`src/rtl/led_blink_array.sv`:
```
// led_blink_array: CH_NUM-channel LED driver with a shared tick prescaler and per-channel
// OFF/ON/BLINK/ONESHOT modes. Define LED_PWM_DIM_EN to add global PWM dimming via 'dim'.
module led_blink_array #(
  parameter int unsigned       CH_NUM   = 2,
  parameter int unsigned       CH_W     = 1,
  parameter int unsigned       CLK_FREQ = 50_000_000,
  parameter int unsigned       TICK_HZ  = 1000,
  parameter int unsigned       PER_W    = 16,
  parameter int unsigned       DEF_HALF = 500,
  parameter logic [CH_NUM-1:0] INIT_LED = 2'b01
) (
  input  logic              sys_clk,
  input  logic              sys_rst_n,
  input  logic              cfg_we,
  input  logic [CH_W-1:0]   cfg_ch,
  input  logic [1:0]        cfg_mode,
  input  logic [PER_W-1:0]  cfg_half,
  input  logic              sync_rst,
`ifdef LED_PWM_DIM_EN
  input  logic [3:0]        dim,
`endif
  output logic              tick,
  output logic [CH_NUM-1:0] led
);

  localparam int unsigned TICK_DIV = CLK_FREQ / TICK_HZ;
  localparam int unsigned PRE_W    = $clog2(TICK_DIV);

  typedef enum logic [1:0] {
    MODE_OFF     = 2'b00,
    MODE_ON      = 2'b01,
    MODE_BLINK   = 2'b10,
    MODE_ONESHOT = 2'b11
  } mode_e;

  // Channel i resets to DEF_HALF >> i, clamped so no channel starts with a zero half-period.
  function automatic logic [PER_W-1:0] f_def_half(input int unsigned ch);
    int unsigned h;
    h = DEF_HALF >> ch;
    return (h == 0) ? PER_W'(1) : PER_W'(h);
  endfunction

  logic [PRE_W-1:0]  r_pre_cnt;
  logic [PRE_W-1:0]  w_pre_nxt;
  mode_e             r_mode     [CH_NUM];
  mode_e             w_mode_nxt [CH_NUM];
  logic [PER_W-1:0]  r_half     [CH_NUM];
  logic [PER_W-1:0]  w_half_nxt [CH_NUM];
  logic [PER_W-1:0]  r_cnt      [CH_NUM];
  logic [PER_W-1:0]  w_cnt_nxt  [CH_NUM];
  logic [CH_NUM-1:0] r_lvl;
  logic [CH_NUM-1:0] w_lvl_nxt;
  logic [CH_NUM-1:0] w_wr_hit;
  logic [CH_NUM-1:0] w_at_end;
  logic              w_tick;
  logic [PER_W-1:0]  w_cfg_half;
  mode_e             w_cfg_mode;

  assign w_tick     = (r_pre_cnt == PRE_W'(TICK_DIV - 1));
  assign tick       = w_tick;
  assign w_cfg_half = (cfg_half == '0) ? PER_W'(1) : cfg_half;
  assign w_cfg_mode = mode_e'(cfg_mode);
  assign w_pre_nxt  = (sync_rst || w_tick) ? '0 : r_pre_cnt + PRE_W'(1);

  always_comb begin
    w_wr_hit = '0;
    w_at_end = '0;
    for (int unsigned i = 0; i < CH_NUM; i++) begin
      w_wr_hit[i] = cfg_we && (cfg_ch == CH_W'(i));
      w_at_end[i] = (r_cnt[i] == r_half[i] - PER_W'(1));
    end
  end

  // Priority per channel: addressed write, then sync_rst, then normal tick-driven mode behaviour.
  always_comb begin
    w_lvl_nxt = r_lvl;
    for (int unsigned i = 0; i < CH_NUM; i++) begin
      w_mode_nxt[i] = r_mode[i];
      w_half_nxt[i] = r_half[i];
      w_cnt_nxt[i]  = r_cnt[i];
      if (w_wr_hit[i]) begin
        w_mode_nxt[i] = w_cfg_mode;
        w_half_nxt[i] = w_cfg_half;
        w_cnt_nxt[i]  = '0;
        w_lvl_nxt[i]  = (w_cfg_mode != MODE_OFF);
      end else if (sync_rst) begin
        w_cnt_nxt[i] = '0;
        if (r_mode[i] == MODE_BLINK) begin
          w_lvl_nxt[i] = INIT_LED[i];
        end
      end else begin
        case (r_mode[i])
          MODE_OFF: begin
            w_cnt_nxt[i] = '0;
            w_lvl_nxt[i] = 1'b0;
          end
          MODE_ON: begin
            w_cnt_nxt[i] = '0;
            w_lvl_nxt[i] = 1'b1;
          end
          MODE_BLINK: begin
            if (w_tick) begin
              if (w_at_end[i]) begin
                w_cnt_nxt[i] = '0;
                w_lvl_nxt[i] = ~r_lvl[i];
              end else begin
                w_cnt_nxt[i] = r_cnt[i] + PER_W'(1);
              end
            end
          end
          MODE_ONESHOT: begin
            w_lvl_nxt[i] = 1'b1;
            if (w_tick) begin
              if (w_at_end[i]) begin
                w_cnt_nxt[i]  = '0;
                w_lvl_nxt[i]  = 1'b0;
                w_mode_nxt[i] = MODE_OFF;
              end else begin
                w_cnt_nxt[i] = r_cnt[i] + PER_W'(1);
              end
            end
          end
          default: begin
            w_cnt_nxt[i] = '0;
          end
        endcase
      end
    end
  end

  always_ff @(posedge sys_clk or negedge sys_rst_n) begin
    if (!sys_rst_n) begin
      r_pre_cnt <= '0;
      r_lvl     <= INIT_LED;
      for (int unsigned i = 0; i < CH_NUM; i++) begin
        r_mode[i] <= MODE_BLINK;
        r_half[i] <= f_def_half(i);
        r_cnt[i]  <= '0;
      end
    end else begin
      r_pre_cnt <= w_pre_nxt;
      r_lvl     <= w_lvl_nxt;
      for (int unsigned i = 0; i < CH_NUM; i++) begin
        r_mode[i] <= w_mode_nxt[i];
        r_half[i] <= w_half_nxt[i];
        r_cnt[i]  <= w_cnt_nxt[i];
      end
    end
  end

`ifdef LED_PWM_DIM_EN
  logic [3:0]        r_pwm_cnt;
  logic [3:0]        w_pwm_nxt;
  logic [CH_NUM-1:0] r_led;

  assign w_pwm_nxt = r_pwm_cnt + 4'd1;

  // Gate with next-cycle values so led stays aligned with lvl (write at N visible at N+1).
  always_ff @(posedge sys_clk or negedge sys_rst_n) begin
    if (!sys_rst_n) begin
      r_pwm_cnt <= '0;
      r_led     <= INIT_LED;
    end else begin
      r_pwm_cnt <= w_pwm_nxt;
      r_led     <= w_lvl_nxt & {CH_NUM{w_pwm_nxt <= dim}};
    end
  end

  assign led = r_led;
`else
  assign led = r_lvl;
`endif

endmodule

```
`config.mk`:
```
export PLATFORM = sky130hd
export DESIGN_NAME = led_blink_array
export DESIGN_NICKNAME = d
export VERILOG_FILES = /design/src/rtl/led_blink_array.sv
export SDC_FILE = /design/constraint.sdc
export NUM_CORES = 1
export LEC_CHECK = 0
export ABC_AREA = 1
export BUFFER_PORTS_ARGS = -buffer_cell sky130_fd_sc_hd__buf_2
export CAP_MARGIN = 20
export CORE_ASPECT_RATIO = 0.7
export CORE_UTILIZATION = 55
export CTS_CLUSTER_SIZE = 10
export DETAILED_ROUTE_END_ITERATION = 10
export GPL_TIMING_DRIVEN = 0
export PLACE_DENSITY_LB_ADDON = 0.1
export SYNTH_ARGS = -nofsm -noshare
export SYNTH_HDL_FRONTEND = slang
export SYNTH_SLANG_ARGS = --single-unit
export TNS_END_PERCENT = 5
```
`constraint.sdc`:
```
create_clock -name sys_clk -period 1.9 [get_ports sys_clk]
set_clock_uncertainty 0.1 [all_clocks]
set_input_delay 0.38 -clock sys_clk [delete_from_list [all_inputs] [get_ports sys_clk]]
set_output_delay 0.38 -clock sys_clk [all_outputs]
set_load 0.05 [all_outputs]
```
==> metrics, run 1 <==
fmax 450 MHz; Crit Path Category reg -> reg; post-synthesis cell type count 48; num ports 26; initial DRC count 403; routability cong. 0.911; share of layout cells above drive strength 1 23.0%; Initial Utilization 57.6%; Mapped Cells 839; Final setup viols 40; Final ANT Viol Nets 0; fillcell total 907; total die area 11,400 sq um; register area share after synthesis 35.9%; setup TNS -10.03 ns; Worst slew margin 50.7%; Mean Syn Cell Area 7.21 sq um; WP data arrival 2.35 ns; Layout area overhead 16.6%; largest net degree at the start of global routing 46; fin. max-slew vios 0; Std-Cell Rows 31; Post-Route WL 15.6 mm; critical path's slowest cell dfrtp_1; setup ws final -0.321 ns; Worst Min Path Start cfg_mode[1]; port bufs 25; share of flip-flops with an asynchronous set or reset 100%; Peak VDD IR 0.000561 V; Floorplan Core Area 10,500 sq um; TritonCTS clock tree built; clock slew at reported path FFs 0.07 ns; initial antenna violation count 0; unrepaired setup endpoints after global routing true; dominant synthesized flop cell dfrtp_1; worst slack at placement -0.454 ns; vias per inst 5.30; Post-Syn Area 6050 sq um; Post-synth EDFFs 0; cell family with most CP delay simple AND/OR/NAND/NOR gates; Num CTS Buffers 9; Synth area leader dfrtp_1; grt met3 use 8.15%; CP most frequent cell nand3_2; GRT busiest layer met1; chip width 127 microns; vias in the first global route 5,240; Reg2Reg Launch Point r_half[17]$_DFFE_PN0P_; Worst Path Buf+Inv 3; maxcap violations 0; H-tree levels 3; crit path max fanout 10; Final #Nets 926; pwr dens 739 nW/um^2; CP Cell Sequence inv_2 -> ha_4 -> nand3_2 -> nor2_4 -> nand2_1 -> nand2_1 -> nand3_1 -> nor3_2 -> nand3_2 -> nand3_2 -> nand2_2 -> inv_4 -> buf_12 -> nor2_2; root buf cell clkbuf_16; yosys warns 0; clock sinks 86; gr ovfl total 0; ANT cells 0; synth top area cells dfrtp_1, nand2_1, dfstp_2, inv_1, nor2_1; worst path required time 2.03 ns; Die Span Y 89.8 microns; leakage power 3.19 nW; drt drc 0; dpl cell area 6410 sq um; worst-skew pair later-pin latency 0.35 ns; crit end category register; TritonRoute pass-1 iters 5; dpl hpwl 11.7 mm; post-synth top area share 29.4%; Syn Nets 867; grt met1 use 42.9%; Least-Margin Pin Slew 0.732 ns; first-pass GRT wire length 25.5 mm; critical path launch point r_half[17]$_DFFE_PN0P_; via count 5,567; crit share post-route 117%; met2 Use GR 40.3%; Hold Crit Class in -> reg; wire per inst 14.9 microns; Post-Layout Inst Area 7060 sq um; status finished with violations; CTS max path bufs 2; failing checks negative setup slack; Final Critical Period 2.22 ns; gr usage total 28.4%; Startpoint Class register; final hold vios 0; slowest stage delay, CP 0.42 ns; Synth Register Bits 86; total power 5.21 mW
cell type report:
class / instances / area (sq um) / area share (%)
plain buffers: 16 / 91.3 / 1.29
clock buffers: 10 / 239 / 3.39
clock inverters: 6 / 45.0 / 0.638
inverters: 105 / 407 / 5.76
multi-input cells: 631 / 3550 / 50.3
flip-flops and latches: 86 / 2170 / 30.8
well taps: 148 / 185 / 2.62
repair buffers: 49 / 368 / 5.21
flip-flops by register name, summed over array words and instances (netlist names):
register   count
r_cnt         32
r_half        32
r_pre_cnt     16
r_mode         4
led            2
report_power, final:
group | leakage (nW) | switching (mW) | internal [mW]
clock | 0.131 | 0.777 | 0.927
combinational | 1.95 | 0.868 | 0.500
sequential | 1.11 | 0.160 | 1.98
synthesized netlist by cell type (2+ instances only):
cell and n:
nand2_1 226, nand3_2 8, o21bai_1 2, nand4_1 16, nor3_2 4, xnor2_1 17
nor3_1 14, buf_2 5, inv_2 7, nor4_1 7, a21oi_2 9, nand3_4 3
o21ai_0 51, nand2_2 9, nor2_2 20, nor2_4 13, nand3_1 55, inv_1 97
xor2_1 35, a21oi_1 20, dfrtp_1 71, dfstp_2 15, clkbuf_1 9, nor2_1 91
ha_1 5, nand3b_1 8
worst paths after layout:
kind,end,slack [ns],cells after the start
min in group asynchronous,r_cnt[27]$_DFFE_PN0P_,0.49,2
max,r_cnt[27]$_DFFE_PN0P_,-0.32,14
max in group asynchronous,r_mode[3]$_DFFE_PN1P_,0.54,3
min reg2reg,r_pre_cnt[0]$_DFF_PN0_,0.36,1
max reg2reg,r_cnt[27]$_DFFE_PN0P_,-0.32,14
min,r_mode[1]$_DFFE_PN1P_,0.17,3
cell usage in the layout, fill, tap and decap left out, types with 16 or more instances in the layout:
cell     netlist  final
nand2_1      226    216
inv_1         97     88
nor2_1        91     82
dfrtp_1       71     71
nand3_1       55     52
o21ai_0       51     46
xor2_1        35     34
buf_2          5     26
nor2_2        20     25
buf_4          1     19
a21oi_1       20     18
xnor2_1       17     17
nor2_4        13     17
nand4_1       16     16
routing by layer:
metal | wire length [microns] | share of wire, %
met1 | 7790 | 50
met2 | 6470 | 41
met3 | 1260 | 8.1
met4 | 86 | 0.55
met5 | 0 | 0
kinds of logic (layout without fill, tap and decap cells):
logic type                 count (synthesis)  after routing  share of synthesized area, %
DFF                                       86             86                          35.9
and+or+nand+nor                          482            482                          38.5
xor gates and xnor gates                  52             52                          7.52
adders and majority gates                  5              5                          1.03
AOI/OAI and AO/OA                         92             92                          8.83
buffers and inverters                    122            186                          8.23
metrics by stage:
step	utilization, %	cells	hold WS [ns]
finish	67.1	1051	0.170
CTS	66.6	1051	0.154
global route	67.1	1051	0.174
floorplan	-	839	-0.0156
global placement	60.7	1012	0.347
detailed placement	61.0	1013	0.319
worst min-delay path, delay by kind of cell:
kind                   cells  cell delay (ns)
buffers and inverters      1             0.12
AND/OR/NAND/NOR            2             0.12
what timing repair did:
item,4_1_cts,5_1_grt
pin swaps,14,16
buffers inserted,20,3
endpoints found under the setup margin,46,47
gates cloned,1,0
resized for setup,26,38
endpoints found under the hold margin,32,0
hold buffers,1,0
No activity file was read; power rests on OpenSTA's default activity.
==> run 2, diff against run 1 <==
Settings changed: CORE_UTILIZATION 55 to 45.
==> run 2 against run 1 <==
- the run still ends with negative setup slack left
- count of clock-buffer cells in the layout is 1 lower
- clock power is 4% higher
- critical path depth is 1 higher
- power is 0.37% higher
- cell area is 1.0% lower
- highest routed layer unchanged
- die area is 22% higher
- first-iteration DRC count is 2.0% lower
==> metrics, run 2 (synthesized netlist as in run 1, its figures left out) <==
crit end category register (unchanged); total die area 13,900 sq um (was 11,400 sq um); failing checks negative setup slack (unchanged); Int Pwr 3.38 mW (was 3.41 mW); drt drc 0 (unchanged); clock sinks 86 (unchanged); crit share post-route 123% (was 117%); hold path depth 3 (unchanged); fillcell total 1,272 (was 907); maxcap violations 0 (unchanged); Std-Cell Rows 35 (was 31); dpl cell area 6430 sq um (was 6410 sq um); Least-Margin Pin Slew 0.857 ns (was 0.732 ns); gr usage total 24.3% (was 28.4%); fmax 428 MHz (was 450 MHz); chip width 141 microns (was 127 microns); CTS max path bufs 2 (unchanged); ANT cells 0 (unchanged); worst-skew pair later-pin latency 0.34 ns (was 0.35 ns); vias in the first global route 5,282 (was 5,240); worst slack at placement -0.536 ns (was -0.454 ns); initial antenna violation count 0 (unchanged); Final #Nets 920 (was 926); Layout area overhead 15.4% (was 16.6%); Largest regs r_cnt x32, r_half x32, r_pre_cnt x16 (unchanged); leakage power 3.15 nW (was 3.19 nW); Peak VDD IR 0.000484 V (was 0.000561 V); flop-to-flop setup slack -0.44 ns (was -0.32 ns); via count 5,466 (was 5,567); unrepaired setup endpoints after global routing true (unchanged); dpl hpwl 12.1 mm (was 11.7 mm); pwr dens 749 nW/um^2 (was 739 nW/um^2); Inst Count DP 1,031 (was 1,013); TritonCTS clock tree built (unchanged); fin. max-slew vios 0 (unchanged); vias per inst 5.14 (was 5.30); Num CTS Buffers 9 (unchanged); WP data arrival 2.47 ns (was 2.35 ns); gr ovfl total 0 (unchanged); total power 5.23 mW (was 5.21 mW); Comb power frac 25.5% (was 26.2%); root buf cell clkbuf_16 (unchanged); Worst slew margin 42.4% (was 50.7%); NetSw 1.85 mW (was 1.80 mW); critical path's slowest cell dfstp_2 (was dfrtp_1); Hold Crit Class in -> reg (unchanged); post-route insts no fill 1,063 (was 1,051); final hold vios 0 (unchanged); first-pass GRT wire length 26.4 mm (was 25.5 mm); port bufs 25 (unchanged); H-tree levels 3 (unchanged); Initial Utilization 46.1% (was 57.6%); Startpoint Class register (unchanged); Final ANT Viol Nets 0 (unchanged); FF-to-FF path depth 15 (was 14); largest net degree at the start of global routing 70 (was 46); status finished with violations (unchanged); TritonRoute pass-1 iters 5 (unchanged); Post-Route WL 15.6 mm (about the same); Die Span Y 99.0 microns (was 89.8 microns); Final setup viols 40 (unchanged); routability cong. 0.875 (was 0.911); most common cell after layout, fill and taps aside nand2_1 (unchanged); setup ws final -0.436 ns (was -0.321 ns); initial DRC count 395 (was 403); crit path max fanout 5 (was 10); Post-Layout Inst Area 6990 sq um (was 7060 sq um); share of layout cells above drive strength 1 21.2% (was 23.0%); clock slew at reported path FFs 0.07 ns (about the same); CP most frequent cell nand2_2 (was nand3_2); final core occ 53.2% (was 67.1%); Clk pwr share 33.6% (was 32.7%); Sequential Power Share 40.8% (was 41.1%); wire per inst 14.7 microns (was 14.9 microns); slowest stage delay, CP 0.54 ns (was 0.42 ns); num ports 26 (unchanged); Floorplan Core Area 13,100 sq um (was 10,500 sq um); Final Critical Period 2.34 ns (was 2.22 ns); most frequent cells in the layout nand2_1, inv_1, nor2_1 (unchanged); Crit Path Category reg -> reg (unchanged); worst path required time 2.03 ns (about the same); Switching Fraction 35.3% (was 34.6%); CP Cell Sequence inv_2 -> ha_4 -> nand2_2 -> nand2_2 -> nand2_1 -> inv_1 -> nand4_1 -> nor2_2 -> nand2_2 -> nor2_4 -> nand2_4 -> nand3_4 -> buf_6 -> buf_6 -> a21oi_2 (was inv_2 -> ha_4 -> nand3_2 -> nor2_4 -> nand2_1 -> nand2_1 -> nand3_1 -> nor3_2 -> nand3_2 -> nand3_2 -> nand2_2 -> inv_4 -> buf_12 -> nor2_2)
run 2: changes by cell type in the layout (fill, tap and decap cells not counted), sizes merged:
cell      delta
buf          -5
clkbuf       -2
clkinv       -1
inv          +3
clkinvlp     -1
run 2: power groups by stage:
stage | clock [mW] | combinational (mW) | sequential [mW]
2_1_floorplan | 0 | 0.865 | 2.17
5_1_grt | 1.87 | 1.51 | 2.16
6_report | 1.76 | 1.34 | 2.14
4_1_cts | 1.81 | 1.30 | 2.13
3_3_place_gp | 0 | 1.17 | 2.17
3_5_place_dp | 0 | 1.20 | 2.17
run 2: what timing repair did:
item,in CTS,in global routing
cloned,1,0
pin swaps,9,15
hold buffers,1,0
resized for setup,23,21
hold endpoints to repair,17,0
setup endpoints to repair,44,47
setup buffers,14,1
run 2: critical path, delay by kind of cell (launching register included):
kind / cells / cell delay, ns
DFF: 1 / 0.54
AOI/OAI and AO/OA: 1 / 0.03
and+or+nand+nor: 9 / 0.97
buffers and inverters: 4 / 0.32
adders and majority gates: 1 / 0.27
run 2: cell type report:
class	count	area [sq um]	share of cell area, %
Tap cell	166	208	2.97
Clock inverter	7	61.3	0.878
Multi-Input combinational cell	631	3510	50.2
Sequential cell	86	2170	31.1
Inverter	105	404	5.79
Timing Repair Buffer	43	319	4.57
Buffer	16	91.3	1.31
Clock buffer	9	225	3.22
run 2: final timing paths:
kind / startpoint / end
setup / recovery: r_half[1]$_DFFE_PN1P_ / r_cnt[14]$_DFFE_PN0P_
hold / removal: cfg_mode[1] / r_mode[1]$_DFFE_PN1P_
setup reg to reg: r_half[1]$_DFFE_PN1P_ / r_cnt[14]$_DFFE_PN0P_
hold reg to reg: r_pre_cnt[0]$_DFF_PN0_ / r_pre_cnt[0]$_DFF_PN0_
max in group asynchronous: sys_rst_n / led[0]$_DFFE_PN1P_
min in group asynchronous: sys_rst_n / r_cnt[15]$_DFFE_PN0P_
run 2: per-layer routing:
layer / global-route usage [%] / up-vias / part of all wire [%]
li1: - / 2777 / -
met1: 38.4 / 2569 / 56
met2: 33.8 / 108 / 38
met3: 4.62 / 12 / 4.8
met4: 4.77 / 0 / 0.90
met5: 0 / - / 0
run 2: through the flow:
stage	hold WS (ns)	setup TNS, ns
global placement	0.346	-47.90
detailed placement	0.187	-15.99
CTS	0.150	-11.69
global route	0.173	-19.21
finish	0.168	-13.75
floorplan	-0.0156	-1.82
